File: src/rtl/cpu_run_ctrl.sv
// Run controller for MIPS cores: stretches reset, counts cycles/instructions, stops on halt or budget.
// Optional `RUN_CTRL_SIG_EN adds a 32-bit rotate-xor PC signature output.
module cpu_run_ctrl #(
    parameter int unsigned PC_WIDTH     = 32,
    parameter int unsigned CNT_WIDTH    = 32,
    parameter int unsigned RESET_CYCLES = 4,
    parameter int unsigned MAX_CYCLES   = 10000,
    parameter int unsigned HALT_REPEAT  = 8
) (
    input  logic                 clk,
    input  logic                 reset,
    input  logic [PC_WIDTH-1:0]  pc,
    input  logic                 pc_valid,
    output logic                 cpu_reset,
    output logic [1:0]           state,
    output logic [CNT_WIDTH-1:0] cycle_count,
    output logic [CNT_WIDTH-1:0] instr_count,
    output logic                 halted,
    output logic                 timeout,
    output logic                 done
`ifdef RUN_CTRL_SIG_EN
    ,
    output logic [31:0]          signature
`endif
);

    typedef enum logic [1:0] {
        ST_RESET = 2'd0,
        ST_HOLD  = 2'd1,
        ST_RUN   = 2'd2,
        ST_DONE  = 2'd3
    } state_t;

    localparam int unsigned HOLD_W = $clog2(RESET_CYCLES + 1);
    localparam int unsigned REP_W  = $clog2(HALT_REPEAT);

    localparam logic [HOLD_W-1:0]    HOLD_LAST  = HOLD_W'(RESET_CYCLES);
    localparam logic [REP_W-1:0]     REP_HALT   = REP_W'(HALT_REPEAT - 2);
    localparam logic [REP_W-1:0]     REP_MAX    = REP_W'(HALT_REPEAT - 1);
    localparam logic [CNT_WIDTH-1:0] LAST_CYCLE = CNT_WIDTH'(MAX_CYCLES - 1);

    state_t                st, st_n;
    logic [HOLD_W-1:0]     hold_cnt, hold_cnt_n;
    logic [REP_W-1:0]      rep_cnt, rep_cnt_n;
    logic [PC_WIDTH-1:0]   last_pc, last_pc_n;
    logic                  last_pc_ok, last_pc_ok_n;
    logic [CNT_WIDTH-1:0]  cycle_n, instr_n;
    logic                  cpu_reset_n, halted_n, timeout_n, done_n;
    logic                  pc_match, halt_fire;
`ifdef RUN_CTRL_SIG_EN
    logic [31:0]           signature_n;
    logic [PC_WIDTH+31:0]  pc_ext;
    assign pc_ext = {32'b0, pc};
`endif

    assign state    = st;
    assign pc_match = last_pc_ok && (pc == last_pc);

    always_comb begin
        st_n         = st;
        hold_cnt_n   = hold_cnt;
        rep_cnt_n    = rep_cnt;
        last_pc_n    = last_pc;
        last_pc_ok_n = last_pc_ok;
        cycle_n      = cycle_count;
        instr_n      = instr_count;
        cpu_reset_n  = cpu_reset;
        halted_n     = halted;
        timeout_n    = timeout;
        done_n       = done;
        halt_fire    = 1'b0;
`ifdef RUN_CTRL_SIG_EN
        signature_n  = signature;
`endif
        case (st)
            ST_RESET: begin
                st_n       = ST_HOLD;
                hold_cnt_n = HOLD_W'(1);
            end
            ST_HOLD: begin
                if (hold_cnt == HOLD_LAST) begin
                    st_n        = ST_RUN;
                    cpu_reset_n = 1'b0;
                end else begin
                    hold_cnt_n = hold_cnt + HOLD_W'(1);
                end
            end
            ST_RUN: begin
                cycle_n = cycle_count + CNT_WIDTH'(1);
                if (pc_valid) begin
                    instr_n = instr_count + CNT_WIDTH'(1);
`ifdef RUN_CTRL_SIG_EN
                    signature_n = {signature[30:0], signature[31]} ^ pc_ext[31:0];
`endif
                    if (pc_match) begin
                        // rep_cnt counts repeats after the first occurrence, so HALT_REPEAT-2 means this is the last one
                        halt_fire = (rep_cnt == REP_HALT);
                        if (rep_cnt != REP_MAX)
                            rep_cnt_n = rep_cnt + REP_W'(1);
                    end else begin
                        rep_cnt_n    = '0;
                        last_pc_n    = pc;
                        last_pc_ok_n = 1'b1;
                    end
                end
                if (halt_fire) begin
                    halted_n = 1'b1;
                    done_n   = 1'b1;
                    st_n     = ST_DONE;
                end else if (cycle_count == LAST_CYCLE) begin
                    timeout_n = 1'b1;
                    done_n    = 1'b1;
                    st_n      = ST_DONE;
                end
            end
            default: ;
        endcase
    end

    always_ff @(posedge clk or posedge reset) begin
        if (reset) begin
            st          <= ST_RESET;
            hold_cnt    <= '0;
            rep_cnt     <= '0;
            last_pc     <= '0;
            last_pc_ok  <= 1'b0;
            cycle_count <= '0;
            instr_count <= '0;
            cpu_reset   <= 1'b1;
            halted      <= 1'b0;
            timeout     <= 1'b0;
            done        <= 1'b0;
`ifdef RUN_CTRL_SIG_EN
            signature   <= '0;
`endif
        end else begin
            st          <= st_n;
            hold_cnt    <= hold_cnt_n;
            rep_cnt     <= rep_cnt_n;
            last_pc     <= last_pc_n;
            last_pc_ok  <= last_pc_ok_n;
            cycle_count <= cycle_n;
            instr_count <= instr_n;
            cpu_reset   <= cpu_reset_n;
            halted      <= halted_n;
            timeout     <= timeout_n;
            done        <= done_n;
`ifdef RUN_CTRL_SIG_EN
            signature   <= signature_n;
`endif
        end
    end

endmodule

File: config.mk
export PLATFORM = sky130hd
export DESIGN_NAME = cpu_run_ctrl
export DESIGN_NICKNAME = d
export VERILOG_FILES = /design/src/rtl/cpu_run_ctrl.sv
export SDC_FILE = /design/constraint.sdc
export NUM_CORES = 1
export LEC_CHECK = 0
export ABC_CLOCK_PERIOD_IN_PS = 4800
export CORE_ASPECT_RATIO = 0.6
export CORE_UTILIZATION = 45
export DETAILED_ROUTE_END_ITERATION = 8
export PLACE_DENSITY_LB_ADDON = 0.2
export SLEW_MARGIN = 20
export SYNTH_ARGS = -nofsm -noshare
export SYNTH_HDL_FRONTEND = slang
export SYNTH_SLANG_ARGS = --single-unit
export TNS_END_PERCENT = 10
File: constraint.sdc
create_clock -name clk -period 4.8 [get_ports clk]
set_input_delay 0.72 -clock clk [delete_from_list [all_inputs] [get_ports clk]]
set_output_delay 0.72 -clock clk [all_outputs]
set_load 0.1 [all_outputs]
==> results.ini, run 1 <==
[pwr]
irDropWorstVdd_v=0.000195
power_leakage_nw=2.87
finalPower_mw=2.30
pwr_density_cell_nw_per_um2=339

[setup_path]
critPathSlowestCell=clkdlybuf4s50_1
endpoint_kind=primary output
cp-start-kind=flip-flop
crit_chain=clkdlybuf4s50_1
critPathTopFamily=buffers and inverters
critPathMaxFanout=8
cp_data_required_time_ns=4.08
path_class=reg2out
cp_num_buf_inv=1
worstPathArrival_ns=2.02
slowest_delay_ns=1.18

[timing]
setup_viol=0
fin_tns_setup_ns=0
fin_crit_sh=0.571
period_minus_slack_ns=2.74
worst_pin_slew_ns=1.02
relSlewSlack=0.318
max_freq_mhz=365
fin_skew_ns=0.0149
hold_viol=0
timing.hold.ws_ns=0.464
slew_violations=0
rsz0062_at_grt=no
setup_ws_ns=2.06

[synthesis]
synth_cell_type_count=43
synth_xor_area_frac=0.157
ys_seq_area_frac=0.521
synthAdderAreaFrac=0.0287
yosys_register_bits=109
netlist_area_sq_um=5240
synth_edf_count=0
syn-num-nets=500
synthFlopType=dfrtp_1
netlist_instances=453
synth_mux_area_frac=0.0779
synth_top_family_by_area=simple AND/OR/NAND/NOR gates
ys_warn_count=0
synth_compound_area_frac=0.0201
avgSynthCellArea_sq_um=11.6
synth_simple_gate_area_frac=0.176
synthArstFlopShare=1.00

[layout]
multi_input_area_sq_um=2410
final_core_util=0.599
drive_gt1_frac=0.100
fin_cells=728
design_area_sq_um=6770
syn_to_final_growth_pct=29.3
antenna_cells=0
seq_area_sq_um=2730
layout_common_cells=dfrtp_1 (108), clkdlybuf4s50_1 (104), xnor2_1 (74)
nNetsFinal=611
layout_commonest_cell=dfrtp_1
fill_cells=945

[route]
avgRoutedWirePerCell_um=15.6
firstDrtPassIters=4
via_count=3730
drc=0
wirelength_mm=11.4
viasPerCell=5.12
ant_nets=0
drt_iter0_drc=249

[global_route]
grt_max_degree=40
grt_pass1_wl_mm=18.8
grt_util_all_layers=0.204
grt_antenna_before_repair=0
grt_pass1_vias=3647
grt-ovfl-total=0

[clock_network]
htreeDepth=3
clk_path_buf_depth=2
hold_buffers=0
cts_resized=0
clock_sinks=109
cts_tree=built
cts_root_buf=clkbuf_16
clk_pin_slew_ns=0.07
cts_inserted_buffers=9
clk_latency_ns=0.35
post_cts_buffers=0

[hold_path]
hold_path.class=reg2reg

[placement]
post_dp_cell_area_sq_um=6440
hpwl_mm=8.41
pre_cts_slack_ns=1.80
gp_congestion=0.841
dp_cells=713
numPortBuffers=104

[floorplanning]
dieWidth_um=141
placeableCoreArea_sq_um=11300
dieArea_sq_um=12100
fp-row-count=30
initial_core_util=0.463
die_h_um=85.5
io_pins=105

[job]
maxCapViolCount=0

[outcome]
status=finished clean

==> sequential cells by signal (all words and copies together), names as in the netlist <==
signal	count
cpu_reset	1
hold_cnt	3
cycle_count	32
rep_cnt	3
done	1
instr_count	32
last_pc	32
timeout	1
state	2
last_pc_ok	1
halted	1
==> cells in the mapped netlist (2+ instances only) <==
| library cell | number | area [sq um] |
|---|---|---|
| a21oi_1 | 2 | 10.0 |
| a22o_1 | 2 | 17.5 |
| and2_1 | 5 | 31.3 |
| and3_1 | 9 | 56.3 |
| and4_1 | 7 | 61.3 |
| buf_2 | 2 | 10.0 |
| clkbuf_1 | 2 | 7.51 |
| dfrtp_1 | 108 | 2700 |
| ha_1 | 12 | 150 |
| inv_1 | 13 | 48.8 |
| mux2_2 | 21 | 236 |
| mux2_4 | 10 | 150 |
| nand2_1 | 51 | 191 |
| nand2b_1 | 4 | 25.0 |
| nand3_1 | 15 | 75.1 |
| nand3b_1 | 2 | 15.0 |
| nand4_1 | 31 | 194 |
| nor2_1 | 21 | 78.8 |
| nor2b_1 | 2 | 12.5 |
| nor3_1 | 4 | 20.0 |
| nor4_1 | 8 | 50.1 |
| nor4_2 | 2 | 25.0 |
| nor4b_1 | 2 | 17.5 |
| o21ai_0 | 7 | 35.0 |
| xnor2_1 | 74 | 648 |
| xor2_1 | 20 | 175 |
==> cells by family (layout without fill, tap and decap cells) <==
logic type	count (synthesis)	after routing
AOI/OAI and AO/OA	15	15
xor gates and xnor gates	94	94
adders and majority gates	12	12
buffers and inverters	19	134
DFF	109	109
muxes	33	33
and+or+nand+nor	171	171
==> where the power goes <==
group	total [mW]	switching, mW	internal [mW]
registers	1.03	0.0577	0.971
clock network	0.813	0.329	0.484
logic	0.453	0.303	0.151
==> final timing paths <==
path	startpoint	endpoint	slack (ns)	cells past startpoint
setup / recovery	cycle_count[10]	cycle_count[10]	2.06	1
hold / removal	timeout	timeout	0.46	1
setup reg to reg	state[0]	instr_count[31]	2.07	7
hold reg to reg	timeout	timeout	0.46	1
max in group asynchronous	reset	cpu_reset	3.21	3
min in group asynchronous	reset	instr_count[15]	0.73	2
==> metal layers <==
metal | global-route usage | wire (um)
met2 | 0.296 | 4850
met4 | 0.0474 | 21
met1 | 0.304 | 5740
met5 | 0 | 0
met3 | 0.0519 | 752
==> layout make-up <==
class	instances	share of cell area
clock buffer	12	0.0379
clock inverter	3	0.0102
inverter	13	0.00758
multi-input combinational	325	0.356
sequential	109	0.403
tap	160	0.0296
timing repair buffer	106	0.156
Note: power is estimated with default switching activity, not from simulation.
==> run 2: changes to the inputs <==
Settings changed: ABC_CLOCK_PERIOD_IN_PS 4800 to 2700.
Clock period 4.8 ns to 2.7 ns, I/O delays scaled along.
==> run 2 against run 1 <==
  * Final cell count is 1.2% higher
  * Sequential share of layout area rose by 0.60 points
  * Hold slack worse by 0.0053 ns
  * Critical endpoint is now state[1]
==> results.ini, run 2 (synthesis results as in run 1) <==
[clock_network]
clk_latency_ns=0.35  ; about the same
cts_root_buf=clkbuf_16  ; unchanged
cts_inserted_buffers=9  ; unchanged
cts_tree=built  ; unchanged
hold_buffers=0  ; unchanged
post_cts_buffers=0  ; unchanged
clk_path_buf_depth=2  ; unchanged
htreeDepth=3  ; unchanged
clk_pin_slew_ns=0.07  ; about the same
clock_sinks=109  ; unchanged
cts_resized=0  ; unchanged

[placement]
hpwl_mm=8.41  ; about the same
dp_cells=721  ; was 713
pre_cts_slack_ns=-0.00872  ; was 1.80 ns
numPortBuffers=104  ; unchanged
gp_congestion=0.834  ; was 0.841

[setup_path]
critPathTopFamily=simple AND/OR/NAND/NOR gates  ; was buffers and inverters
cp_num_buf_inv=1  ; unchanged
cp-startpoint=pc[11]  ; was cycle_count[10]
worstPathArrival_ns=2.60  ; was 2.02 ns
cp_data_required_time_ns=2.93  ; was 4.08 ns
worstReg2RegStart=state[0]  ; unchanged
slowest_delay_ns=0.45  ; was 1.18 ns
cp-start-kind=input pin  ; was flip-flop
endpoint_kind=flip-flop  ; was primary output
path_class=in2reg  ; was reg2out
critPathSlowestCell=clkdlybuf4s50_1  ; unchanged
critPathMaxFanout=5  ; was 8
crit_chain=clkdlybuf4s50_1 -> xnor2_1 -> nand4_1 -> nor4_2 -> nand3_2 -> o41ai_2 -> mux2_1  ; was clkdlybuf4s50_1

[layout]
nNetsFinal=619  ; was 611
syn_to_final_growth_pct=27.4  ; was 29.3%
drive_gt1_frac=0.236  ; was 0.100
antenna_cells=0  ; unchanged
fill_cells=958  ; was 945
top_regs=cycle_count x32, instr_count x32, last_pc x32  ; unchanged
fin_cells=737  ; was 728
layout_commonest_cell=dfrtp_1  ; unchanged
layout_common_cells=dfrtp_1 (108), buf_4 (79), xnor2_1 (74)  ; was dfrtp_1 (108), clkdlybuf4s50_1 (104), xnor2_1 (74)

[floorplanning]
io_pins=105  ; unchanged
dieArea_sq_um=12100  ; unchanged
placeableCoreArea_sq_um=11300  ; unchanged
initial_core_util=0.463  ; unchanged
dieWidth_um=141  ; unchanged
fp-row-count=30  ; unchanged
die_h_um=85.5  ; unchanged

[route]
viasPerCell=5.12  ; about the same
drc=0  ; unchanged
ant_nets=0  ; unchanged
avgRoutedWirePerCell_um=15.3  ; was 15.6 um
drt_iter0_drc=195  ; was 249
firstDrtPassIters=4  ; unchanged
via_count=3771  ; was 3730
wirelength_mm=11.3  ; was 11.4 mm

[outcome]
status=finished clean  ; unchanged

[timing]
fin_skew_ns=0.00651  ; was 0.0149 ns
worst_pin_slew_ns=0.575  ; was 1.02 ns
max_freq_mhz=421
hold_viol=0  ; unchanged
rsz0062_at_grt=no  ; unchanged
slew_violations=0  ; unchanged
period_minus_slack_ns=2.38
fin_crit_sh=0.880
setup_viol=0  ; unchanged
setup_ws_ns=0.324  ; was 2.06 ns
relSlewSlack=0.616  ; was 0.318
timing.hold.ws_ns=0.458  ; was 0.464 ns

[pwr]
irDropWorstVdd_v=0.000351  ; was 0.000195 V
pwr_density_cell_nw_per_um2=608  ; was 339 nW/um^2
power_leakage_nw=3.03  ; was 2.87 nW

[global_route]
grt-ovfl-total=0  ; unchanged
grt_antenna_before_repair=0  ; unchanged
grt_pass1_vias=3676  ; was 3647
grt_max_degree=61  ; was 40
grt_util_all_layers=0.203  ; was 0.204
grt_pass1_wl_mm=19.1  ; was 18.8 mm

[job]
maxCapViolCount=0  ; unchanged

[hold_path]
hold_path.class=in2async  ; was reg2reg

==> run 2: changes by cell type in the layout (fill, tap and decap cells not counted), sizes merged <==
cell / change
clkinvlp: +3
clkbuf: -1
clkdlybuf4s50: -70
buf: +78
inv: -1
==> run 2: final cells by class <==
type / count / area [sq um] / area share
clock buffer: 11 / 243 / 0.0364
clock inverter: 5 / 83.8 / 0.0126
inverter: 13 / 52.6 / 0.00788
multi-input combinational: 325 / 2410 / 0.361
sequential: 109 / 2730 / 0.409
tap: 160 / 200 / 0.0300
timing repair buffer: 114 / 953 / 0.143
==> run 2: final timing paths <==
kind                                   end  slack (ns)  cells after the start
setup / recovery                  state[1]        0.32                      7
hold / removal                  last_pc[7]        0.46                      2
setup reg to reg           cycle_count[27]        0.34                      8
hold reg to reg            instr_count[31]        0.47                      1
max in group asynchronous   instr_count[5]        1.51                      3
min in group clk           instr_count[31]        0.47                      1
==> run 2: through the flow <==
step	power (mW)	utilization	cell area [sq um]	setup TNS (ns)
final	4.06	0.590	6670	0
after global routing	4.23	0.590	6670	0
after CTS	4.10	0.590	6670	0
after detailed placement	2.66	0.561	6340	-0.00872
after global placement	2.65	0.561	6340	0
after floorplan	2.43	-	5240	-0.200
==> run 2: power by group <==
part           switching (mW)  internal (mW)
clock network           0.589          0.840
logic                   0.539          0.259
registers               0.105           1.73
total                    1.23           2.83
==> run 2: layer usage <==
| metal | vias to the layer above | global-route usage | routed length [um] |
|---|---|---|---|
| met4 | 0 | 0.0623 | 138 |
| met1 | 1833 | 0.296 | 5580 |
| li1 | 1811 | - | - |
| met2 | 115 | 0.294 | 4820 |
| met5 | - | 0 | 0 |
| met3 | 12 | 0.0564 | 746 |
==> run 3: changes to the inputs <==
Settings changed: CELL_PAD_IN_SITES_DETAIL_PLACEMENT set to 0, CELL_PAD_IN_SITES_GLOBAL_PLACEMENT set to 2, CORE_UTILIZATION 45 to 34, GPL_ROUTABILITY_DRIVEN set to 0.
==> run 3 against run 2 <==
  * Design area rose by 0.24%
  * Register-to-register slack improved by 0.03 ns
  * Sequential cell count unchanged
  * Utilization fell by 14 points
  * Wire length up 4.2%
==> results.ini, run 3 (synthesis results as in run 1) <==
[route]
ant_nets=0  ; unchanged
wirelength_mm=11.8  ; was 11.3 mm
via_count=3697  ; was 3771
drt_iter0_drc=201  ; was 195
firstDrtPassIters=4  ; unchanged
drc=0  ; unchanged
avgRoutedWirePerCell_um=15.1  ; was 15.3 um
viasPerCell=4.76  ; was 5.12

[floorplanning]
io_pins=105  ; unchanged
placeableCoreArea_sq_um=14800  ; was 11300 sq um
fp-row-count=34  ; was 30
dieArea_sq_um=15900  ; was 12100 sq um
dieWidth_um=162  ; was 141 um
die_h_um=98.1  ; was 85.5 um
initial_core_util=0.355  ; was 0.463

[hold_path]
hold_path.class=in2async  ; unchanged

[pwr]
power_leakage_nw=3.02  ; was 3.03 nW
finalPower_mw=3.87  ; was 4.06 mW
pwr_density_cell_nw_per_um2=579  ; was 608 nW/um^2
irDropWorstVdd_v=0.000816  ; was 0.000351 V

[job]
maxCapViolCount=0  ; unchanged

[global_route]
grt_pass1_vias=3727  ; was 3676
grt-ovfl-total=0  ; unchanged
grt_max_degree=103  ; was 61
grt_pass1_wl_mm=19.9  ; was 19.1 mm
grt_antenna_before_repair=0  ; unchanged
grt_util_all_layers=0.160  ; was 0.203

[setup_path]
endpoint_kind=flip-flop  ; unchanged
cp-start-kind=flip-flop  ; was input pin
cp_data_required_time_ns=2.92  ; was 2.93 ns
crit_chain=or4b_1 -> nor4_1 -> o21ai_0 -> o41ai_2 -> mux2_1  ; was clkdlybuf4s50_1 -> xnor2_1 -> nand4_1 -> nor4_2 -> nand3_2 -> o41ai_2 -> mux2_1
slowest_delay_ns=0.56  ; was 0.45 ns
critPathSlowestCell=or4b_1  ; was clkdlybuf4s50_1
worstPathArrival_ns=2.55  ; was 2.60 ns
critPathMaxFanout=7  ; was 5
path_class=reg2reg  ; was in2reg

[clock_network]
clk_latency_ns=0.35  ; about the same
clock_sinks=109  ; unchanged
hold_buffers=0  ; unchanged
cts_root_buf=clkbuf_16  ; unchanged
cts_inserted_buffers=9  ; unchanged
clk_pin_slew_ns=0.07  ; about the same
clk_path_buf_depth=2  ; unchanged
post_cts_buffers=0  ; unchanged
htreeDepth=3  ; unchanged
cts_resized=0  ; unchanged
cts_tree=built  ; unchanged

[placement]
dp_cells=761  ; was 721
numPortBuffers=104  ; unchanged
hpwl_mm=8.71  ; was 8.41 mm
post_dp_cell_area_sq_um=6410  ; was 6340 sq um

[timing]
max_freq_mhz=430  ; was 421 MHz
timing.hold.ws_ns=0.327  ; was 0.458 ns
rsz0062_at_grt=no  ; unchanged
relSlewSlack=0.611  ; was 0.616
period_minus_slack_ns=2.33  ; was 2.38 ns
fin_crit_sh=0.862  ; was 0.880
setup_viol=0  ; unchanged
fin_skew_ns=0.0124  ; was 0.00651 ns
slew_violations=0  ; unchanged
hold_viol=0  ; unchanged
worst_pin_slew_ns=0.583  ; was 0.575 ns

[layout]
layout_commonest_cell=dfrtp_1  ; unchanged
design_area_sq_um=6690  ; was 6670 sq um
syn_to_final_growth_pct=27.7  ; was 27.4%
top_regs=cycle_count x32, instr_count x32, last_pc x32  ; unchanged
antenna_cells=0  ; unchanged
layout_common_cells=dfrtp_1 (108), buf_4 (81), xnor2_1 (74)  ; was dfrtp_1 (108), buf_4 (79), xnor2_1 (74)
nNetsFinal=621  ; was 619
fin_cells=777  ; was 737
drive_gt1_frac=0.237  ; was 0.236

[outcome]
status=finished clean  ; unchanged

run 3: cell count changes in the layout (fill, tap and decap cells not counted), sizes merged:
cell and delta:
clkinv +2, buf +2, clkinvlp -1, clkbuf +1, bufinv -2
run 3: worst max-delay path: cells and delay by family (launching register included):
kind               cells  cell delay [ns]
DFF                    1             0.47
and+or+nand+nor        2             1.10
muxes                  1             0.35
AOI/OAI and AO/OA      2             0.29
run 3: metal layers:
layer	part of all wire	vias to the layer above	GRT usage
li1	-	1817	-
met1	0.55	1790	0.253
met2	0.40	81	0.214
met3	0.050	9	0.0404
met4	0.0080	0	0.0370
met5	0	-	0
run 3: metrics by stage:
| stage | setup WS, ns | util | TNS (ns) |
|---|---|---|---|
| floorplan | -0.0708 | - | -0.200 |
| global placement | 0.0450 | 0.434 | 0 |
| detailed placement | 0.00827 | 0.434 | 0 |
| CTS | 0.353 | 0.453 | 0 |
| global route | 0.137 | 0.453 | 0 |
| finish | 0.372 | 0.453 | 0 |
run 3: layout make-up:
cell class	instances	area, sq um
tap	198	248
fill	1404	8080
multi-input combinational	325	2410
timing repair buffer	116	968
sequential	109	2730
clock inverter	4	33.8
inverter	13	52.6
clock buffer	12	246
run 3: where the power goes:
group	internal [mW]	switching, mW	total [mW]
registers	1.73	0.102	1.83
clock network	0.657	0.589	1.25
logic	0.262	0.537	0.799
run 3: worst paths after layout:
| kind | end | slack (ns) | from | depth (start not counted) |
|---|---|---|---|---|
| min in group clk | halted | 0.47 | halted | 1 |
| max in group asynchronous | instr_count[25] | 1.55 | reset | 3 |
| max reg2reg | state[1] | 0.37 | cycle_count[11] | 5 |
| max | state[1] | 0.37 | cycle_count[11] | 5 |
| min reg2reg | halted | 0.47 | halted | 1 |
| min | last_pc[7] | 0.33 | reset | 2 |
